**src/rtl/maze_pkg.sv**
```systemverilog
`default_nettype none
// ============================================================================
//  Module   : maze_pkg
//  Brief    : Shared maze constants and collision-detector state encoding.
//  Revision : 1.0 - initial release
// ============================================================================
package maze_pkg;

  localparam int H_ACTIVE  = 640;
  localparam int V_ACTIVE  = 480;
  localparam int NUM_WALLS = 18;

  typedef enum logic [1:0] {
    IDLE = 2'd0,
    SCAN = 2'd1,
    HOLD = 2'd2
  } coll_state_t;

endpackage
`default_nettype wire

```
**src/rtl/maze_player_box_cmp.sv**
```systemverilog
`default_nettype none
// ============================================================================
//  Module   : maze_player_box_cmp
//  Brief    : Player box hit test with per-frame position latch.
//  Revision : 1.0 - initial release
// ============================================================================
module maze_player_box_cmp
  import maze_pkg::*;
#(
  parameter int PLAYER_SIZE = 16
) (
  input  logic       clk,
  input  logic       rst,
  input  logic       load,
  input  logic [9:0] xCount,
  input  logic [9:0] yCount,
  input  logic [9:0] playerX,
  input  logic [9:0] playerY,
  output logic       in_box
);

  logic [9:0]  r_px;
  logic [9:0]  r_py;
  logic [10:0] w_x;
  logic [10:0] w_y;
  logic [10:0] w_px;
  logic [10:0] w_py;
  logic [10:0] w_px_end;
  logic [10:0] w_py_end;

  always_ff @(posedge clk) begin
    if (rst) begin
      r_px <= 10'd0;
      r_py <= 10'd0;
    end else if (load) begin
      r_px <= playerX;
      r_py <= playerY;
    end
  end

  // 11-bit arithmetic keeps the far edge from wrapping near 1023
  assign w_x      = {1'b0, xCount};
  assign w_y      = {1'b0, yCount};
  assign w_px     = {1'b0, r_px};
  assign w_py     = {1'b0, r_py};
  assign w_px_end = w_px + 11'(PLAYER_SIZE);
  assign w_py_end = w_py + 11'(PLAYER_SIZE);

  assign in_box = (w_x > w_px) && (w_x < w_px_end) &&
                  (w_y > w_py) && (w_y < w_py_end);

endmodule
`default_nettype wire

```
**src/rtl/maze_collision_detector.sv**
```systemverilog
`default_nettype none
// ============================================================================
//  Module   : maze_collision_detector
//  Brief    : Per-frame player/wall overlap detector with valid/ack result.
//  Revision : 1.0 - initial release
// ============================================================================
module maze_collision_detector
  import maze_pkg::*;
#(
  parameter int PLAYER_SIZE = 16
) (
  input  logic                 clk,
  input  logic                 rst,
  input  logic [9:0]           xCount,
  input  logic [9:0]           yCount,
  input  logic [NUM_WALLS-1:0] wall,
  input  logic [9:0]           playerX,
  input  logic [9:0]           playerY,
  input  logic                 result_ack,
  output logic                 result_valid,
  output logic                 collision,
  output logic [NUM_WALLS-1:0] wall_mask,
  output logic [7:0]           hit_count,
  output logic                 overrun
);

  logic                 w_sof;
  logic                 w_eof;
  logic                 w_active;
  logic                 w_in_box;
  logic                 r_pib_d1;
  logic                 r_sof_d1;
  logic                 r_eof_d1;
  logic [NUM_WALLS-1:0] w_hit;
  coll_state_t          r_state;

  assign w_sof    = (xCount == 10'd0) && (yCount == 10'd0);
  assign w_eof    = (xCount == 10'(H_ACTIVE - 1)) && (yCount == 10'(V_ACTIVE - 1));
  assign w_active = (xCount < 10'(H_ACTIVE)) && (yCount < 10'(V_ACTIVE));

  maze_player_box_cmp #(
    .PLAYER_SIZE (PLAYER_SIZE)
  ) u_box (
    .clk     (clk),
    .rst     (rst),
    .load    (w_sof),
    .xCount  (xCount),
    .yCount  (yCount),
    .playerX (playerX),
    .playerY (playerY),
    .in_box  (w_in_box)
  );

  // Stage 0: align the box test with the wall generator's registered output
  always_ff @(posedge clk) begin
    if (rst) begin
      r_pib_d1 <= 1'b0;
      r_sof_d1 <= 1'b0;
      r_eof_d1 <= 1'b0;
    end else begin
      r_pib_d1 <= w_in_box & w_active;
      r_sof_d1 <= w_sof;
      r_eof_d1 <= w_eof;
    end
  end

  assign w_hit = wall & {NUM_WALLS{r_pib_d1}};

  always_ff @(posedge clk) begin
    if (rst) begin
      r_state      <= IDLE;
      wall_mask    <= '0;
      hit_count    <= 8'd0;
      collision    <= 1'b0;
      result_valid <= 1'b0;
      overrun      <= 1'b0;
    end else begin
      case (r_state)
        IDLE: begin
          if (r_sof_d1) begin
            r_state   <= SCAN;
            wall_mask <= '0;
            hit_count <= 8'd0;
            collision <= 1'b0;
          end
        end
        SCAN: begin
          wall_mask <= wall_mask | w_hit;
          collision <= |(wall_mask | w_hit);
          if ((|w_hit) && (hit_count != 8'hFF)) begin
            hit_count <= hit_count + 8'd1;
          end
          if (r_eof_d1) begin
            r_state      <= HOLD;
            result_valid <= 1'b1;
          end
        end
        HOLD: begin
          if (result_ack) begin
            result_valid <= 1'b0;
            overrun      <= 1'b0;
            // An ack landing on frame start rolls straight into the new scan
            if (r_sof_d1) begin
              r_state   <= SCAN;
              wall_mask <= '0;
              hit_count <= 8'd0;
              collision <= 1'b0;
            end else begin
              r_state <= IDLE;
            end
          end else if (r_sof_d1) begin
            overrun <= 1'b1;
          end
        end
        default: r_state <= IDLE;
      endcase
    end
  end

endmodule
`default_nettype wire

```
**config.mk**
```make
export PLATFORM = sky130hd
export DESIGN_NAME = maze_collision_detector
export DESIGN_NICKNAME = d
export VERILOG_FILES = /design/src/rtl/maze_pkg.sv /design/src/rtl/maze_player_box_cmp.sv /design/src/rtl/maze_collision_detector.sv
export SDC_FILE = /design/constraint.sdc
export NUM_CORES = 1
export LEC_CHECK = 0
export BUFFER_PORTS_ARGS = -buffer_cell sky130_fd_sc_hd__buf_2
export CAP_MARGIN = 15
export CORE_UTILIZATION = 30
export DETAILED_ROUTE_END_ITERATION = 6
export SYNTH_ARGS = -nofsm -noshare
export SYNTH_HDL_FRONTEND = slang
export SYNTH_SLANG_ARGS = --single-unit
```
**constraint.sdc**
```tcl
create_clock -name clk -period 2.15 [get_ports clk]
set_input_delay 0.3225 -clock clk [delete_from_list [all_inputs] [get_ports clk]]
set_output_delay 0.3225 -clock clk [all_outputs]
set_load 0.1 [all_outputs]
```
# Word level (Yosys, flattened, before mapping)
# Index checks and enable logic that the tools add are counted.
[totals]
register_bits = 54
elab_cells = 72
output_inout_bits = 29
input_bits = 61
[op_classes]
order_cmp = 6
n_mux = 20
addsub = 3
n_bitwise = 3
n_eq_ne = 9
n_reduce_logical = 20
[ops]
columns = ["operator", "count"]
rows = [
  ["$pmux 18 s3", 1],
  ["$mux 18", 2],
  ["$reduce_or 18->1", 2],
  ["$mux 8", 3],
  ["$pmux 8 s3", 1],
  ["$add 10x5->11 const B", 2],
  ["$lt 10x11->1", 2],
  ["$gt 10x10->1", 2],
  ["$logic_not 10->1", 2],
  ["$and 18x18->18", 1],
  ["$or 18x18->18", 1],
  ["$eq 10x10->1 const B", 1],
  ["$eq 10x9->1 const B", 1],
  ["$lt 10x10->1 const B", 1],
  ["$lt 10x9->1 const B", 1],
  ["$reduce_and 3->1", 3],
  ["$add 8x1->8 const B", 1],
  ["$ne 2x2->1 const B", 4],
  ["$ne 8x8->1 const B", 1],
  ["$logic_and 1x1->1", 7],
  ["$mux 1", 7],
  ["$mux 2", 3],
  ["$pmux 2 s3", 1],
  ["$reduce_and 2->1", 2],
  ["other kinds (8)", 9],
]

# Longest topological paths before layout
[depth]
depth_word = 6
mapped_depth = 9
ltp_nobuf = 9

# Modules after synthesis
# A second synthesis with hierarchy kept.
[unflattened]
cells_unflattened = 373
hier_area_um2 = 3209.3
[modules_own_cells]
columns = ["module", "seq_area_each_um2", "area_each_um2", "cells_each", "instances"]
rows = [
  ["maze_player_box_cmp", 400.4, 1666.6, 194, 1],
  ["maze_collision_detector", 680.7, 1542.7, 179, 1],
]

# Worst setup path after synthesis
# Ideal clock, no wire load.
[synth_path]
path_type = "flip-flop to flip-flop"
startpoint = "reg hit_count[0]"
endpoint = "reg hit_count[3]"
arrival_ns = 2.361
required_time_ns = 2.032
path_stages_with_launch = 8
slack_ns = -0.329
setup_ns = 0.118
n_path_buf = 1
synth_period_minus_slack_ns = 2.479
path_cell_list = "dfxtp_1 ha_1 nand3_1 o31a_1 o211ai_1 buf_2 nor2_1 a22o_1"
[synth_via]
elab_chain_len = 4
word_cells_on_any_way = 7
cone_classes = "1 x add/sub; 2 x eq/ne; 2 x mux; 2 x reduce/logical"
[synth_rtl]
columns = ["element", "line", "rtl"]
rows = [
  ["from (decl)", "maze_collision_detector.sv:23", "output logic [7:0] hit_count,"],
  ["from (signal assigned)", "maze_collision_detector.sv:91", "hit_count <= hit_count + 8'd1;"],
  ["parallel branches: the longest is 4 deep, another holds $add 8x1->8", "--", ""],
]
# Parallel ways; which one is timed is not known. The select of a mux whose other input is x is not followed.
# A chain may end at the register's enable or synchronous reset.

# Worst setup path after layout
[layout_path]
startpoint = "reg u_box.r_py[4]"
endpoint = "reg r_pib_d1"
[layout_via]
elab_chain_len = 4
word_cells_on_any_way = 6
cone_classes = "1 x add/sub; 2 x order compare; 1 x bitwise; 2 x reduce/logical"
[layout_rtl]
columns = ["element", "line", "rtl"]
rows = [
  ["from (decl)", "maze_player_box_cmp.sv:23", "logic [9:0] r_py;"],
  ["from (signal assigned)", "maze_player_box_cmp.sv:37", "r_py <= playerY;"],
  ["$add 10x5->11 / $gt 10x10->1 (equally long branches)", "maze_player_box_cmp.sv:47, maze_player_box_cmp.sv:50", ""],
  ["$lt 10x11->1 / $logic_and 1x1->1 (equally long branches)", "maze_player_box_cmp.sv:50, maze_player_box_cmp.sv:49", ""],
  ["$logic_and 1x1->1 *", "maze_player_box_cmp.sv:50", "(w_y > w_py) && (w_y < w_py_end);"],
  ["$and 1x1->1 *", "maze_collision_detector.sv:61", "r_pib_d1 <= w_in_box & w_active;"],
  ["to (signal assigned)", "maze_collision_detector.sv:61", ""],
  ["to (decl)", "maze_collision_detector.sv:31", "logic r_pib_d1;"],
]
# Mark *: on every way between the ends. The rest lies on a longest branch, timed or not.

==> qor.yml <==
rsz0062_at_grt: "no"
power_leakage_nw: 1.56
cp.arrival_ns: 2.11
crit_path_end_kind: "flop"
syn_area_per_cell_um2: 8.57
htree_levels: 2
worstSetupStartpointType: "flop"
yosys.cell_types.count: 43
fin_setup_tns_ns: 0
place_congestion: 0.830
nets: 545
ios: 90
setup-violations-final: 0
grt_max_degree: 22
cts_tree: "yes"
clock_latency_ns: 0.32
antenna_found_initial: 0
fmax_mhz: 532
busiest_layer: "met2"
hold_buffers: 0
max_slew_margin: 0.571
hpwlAfterDp_mm: 6.33
ir_drop_mv: 0.263
grt_pass1_wl_mm: 12.8
drc: 0
routedWlPerCell_um: 13.6
layout-drive-gt1-share: 0.265
row_count: 36
fin_crit_ns: 1.88
outcome: "finished, final reports clean"
clockBufferDepth: 2
place_area_mm2: 0.00368
ant_nets: 0
core_mm2: 0.00982
yosys_most_used_dff: "dfxtp_1"
finalWirelength_mm: 7.91
syn_area_mm2: 0.00307
cts.sinks: 54
die_area_mm2: 0.0106
met3_usage: 0.0285
track_usage: 0.155
critPathRequiredTime_ns: 2.38
crit_path_max_fanout: 6
grt_pass1_vias: 2651
dr_total_vias: 2848
fin_area_mm2: 0.00378
p_switching_uw: 457
synth-seq-area-share: 0.353
cts_made_buffers: 5
maxCapViolCount: 0
min_path_type: "input pin to flop"
use_met2: 0.237
n_antenna_cell: 0
period_share: 0.875
port-buffer-count: 89
cts-root-buf: "clkbuf_8"
fin_skew_ns: 0.00950
tightest_slew_ns: 0.643
final_max_slew_viol_count: 0
ys_warn_count: 0
critPathKind: "flop to flop"
gr-usage-met1: 0.212
routed_via_density: 4.89
synth_seq_cells: 54
synth_fp_nets: 454
clkTransAtPathRegs_ns: 0.10
clkPwrFrac: 0.327
syn_inst: 358
async_reset_ff_frac: 0
fp.dieH_um: 103
intPower_mw: 1.31
hold_viol: 0
p_seq_frac: 0.565
drt_iter0_drc: 75
drtPass1Iterations: 4
die_w_um: 103
area_growth_syn_to_layout_pct: 23.2
comb_power_share: 0.108
start_util: 0.312
overflow: 0
p_total_mw: 1.77
switching_share: 0.258
power_density_mw_per_mm2: 468
synth_edf_count: 0
registers in the layout, indices dropped and copies added, names as in the netlist, 2 cells and up:
signal      count
hit_count       8
r_state         2
u_box.r_px     10
u_box.r_py     10
wall_mask      18
layout by cell type, fill, tap and decap left out, types with 2 or more instances in the layout:
master / synthesis / layout
a21o_1: 2 / 2
a21oi_1: 35 / 34
nor3_1: 8 / 8
or4_1: 2 / 2
dfxtp_1: 54 / 43
nor4_1: 13 / 13
a211oi_1: 3 / 3
mux2i_1: 20 / 20
o21ai_0: 6 / 6
nand4_1: 10 / 10
buf_2: 2 / 89
nand2b_1: 6 / 6
clkbuf_8: 0 / 5
nor2b_1: 7 / 7
dfxtp_2: 0 / 11
nor2_1: 54 / 54
xnor2_1: 8 / 8
or2_2: 2 / 2
nand3_1: 14 / 14
ha_1: 35 / 35
o211ai_1: 3 / 3
inv_1: 24 / 24
a22o_1: 8 / 8
buf_4: 0 / 4
o2bb2ai_1: 2 / 2
nand2_1: 14 / 14
final timing paths:
kind                                    start       endpoint  slack, ns  depth (start not counted)
worst max-delay path            u_box.r_py[4]       r_pib_d1       0.27                          8
worst min-delay path               playerY[7]  u_box.r_py[7]       0.24                          3
worst max register to register  u_box.r_py[4]       r_pib_d1       0.27                          8
worst min register to register   result_valid   result_valid       0.48                          2
stage by stage:
| step | hold slack, ns | worst slack, ns | instances | utilization |
|---|---|---|---|---|
| global route | 0.228 | 0.0199 | 582 | 0.385 |
| global placement | 0.462 | 0.243 | 575 | 0.375 |
| CTS | 0.222 | 0.176 | 582 | 0.383 |
| finish | 0.237 | 0.269 | 582 | 0.385 |
| detailed placement | 0.469 | 0.220 | 575 | 0.375 |
| floorplan | 0.457 | 0.00382 | 358 | - |
power groups by stage:
stage	clock [mW]	combinational (mW)	sequential, mW
after floorplan	0	0.0842	1.02
after global placement	0	0.188	1.02
after detailed placement	0	0.190	1.02
after CTS	0.610	0.192	1.00
after global routing	0.655	0.217	1.00
final	0.578	0.192	0.999
cells by family (layout without fill, tap and decap cells):
kind of cell	count (synthesis)	in the layout	synth area share
multiplexers	20	20	0.0653
adder cells (fa/ha/maj)	35	35	0.143
AND/OR/NAND/NOR	137	137	0.224
buffers and inverters	34	125	0.0473
XOR/XNOR	8	8	0.0228
AO/OA/AOI/OAI	70	70	0.145
flip-flops	54	54	0.353
layer usage:
metal  vias up  part of all wire
met5         -                 0
met1      1324              0.48
met3        14             0.030
met2        39              0.46
li1       1471                 -
met4         0             0.026
cells in the mapped netlist (all sizes together), types with 2 or more instances:
| library cell | number | area share |
|---|---|---|
| xnor2 | 8 | 0.023 |
| ha | 35 | 0.14 |
| nand2 | 14 | 0.017 |
| nor2b | 7 | 0.014 |
| nor4 | 14 | 0.033 |
| nor2 | 54 | 0.066 |
| a22o | 8 | 0.023 |
| buf | 5 | 0.012 |
| nor3 | 8 | 0.013 |
| a21o | 2 | 0.0049 |
| or4 | 3 | 0.0086 |
| nand2b | 6 | 0.012 |
| nand3 | 14 | 0.023 |
| nand4 | 10 | 0.020 |
| clkbuf | 5 | 0.0061 |
| a21oi | 35 | 0.057 |
| dfxtp | 54 | 0.35 |
| and3 | 2 | 0.0041 |
| or2 | 2 | 0.0041 |
| mux2i | 20 | 0.065 |
| o21ai | 6 | 0.0098 |
| o211ai | 3 | 0.0073 |
| a211oi | 3 | 0.0073 |
| inv | 24 | 0.029 |
| o2bb2ai | 2 | 0.0057 |
final cells by class:
class	instances	area [um2]
fillers	1053	6040
multi-input cells	270	1850
flip-flops and latches	54	1090
repair buffers	94	495
well taps	133	166
inverters	24	90.1
clock buffers	5	68.8
clock inverters	2	13.8
worst max-delay path, stage by stage (launching register included):
cell and delay [ns]:
dfxtp_2 0.40, ha_1 0.20, nand3_1 0.12, xnor2_1 0.15
ha_1 0.29, a21o_1 0.16, a21oi_1 0.15, o221ai_1 0.14
nor4_1 0.17
what timing repair did:
action	4_1_cts	5_1_grt
setup buffers	0	0
resized for setup	0	9
endpoints found under the setup margin	0	1
Power figures use the tool's default switching activity.
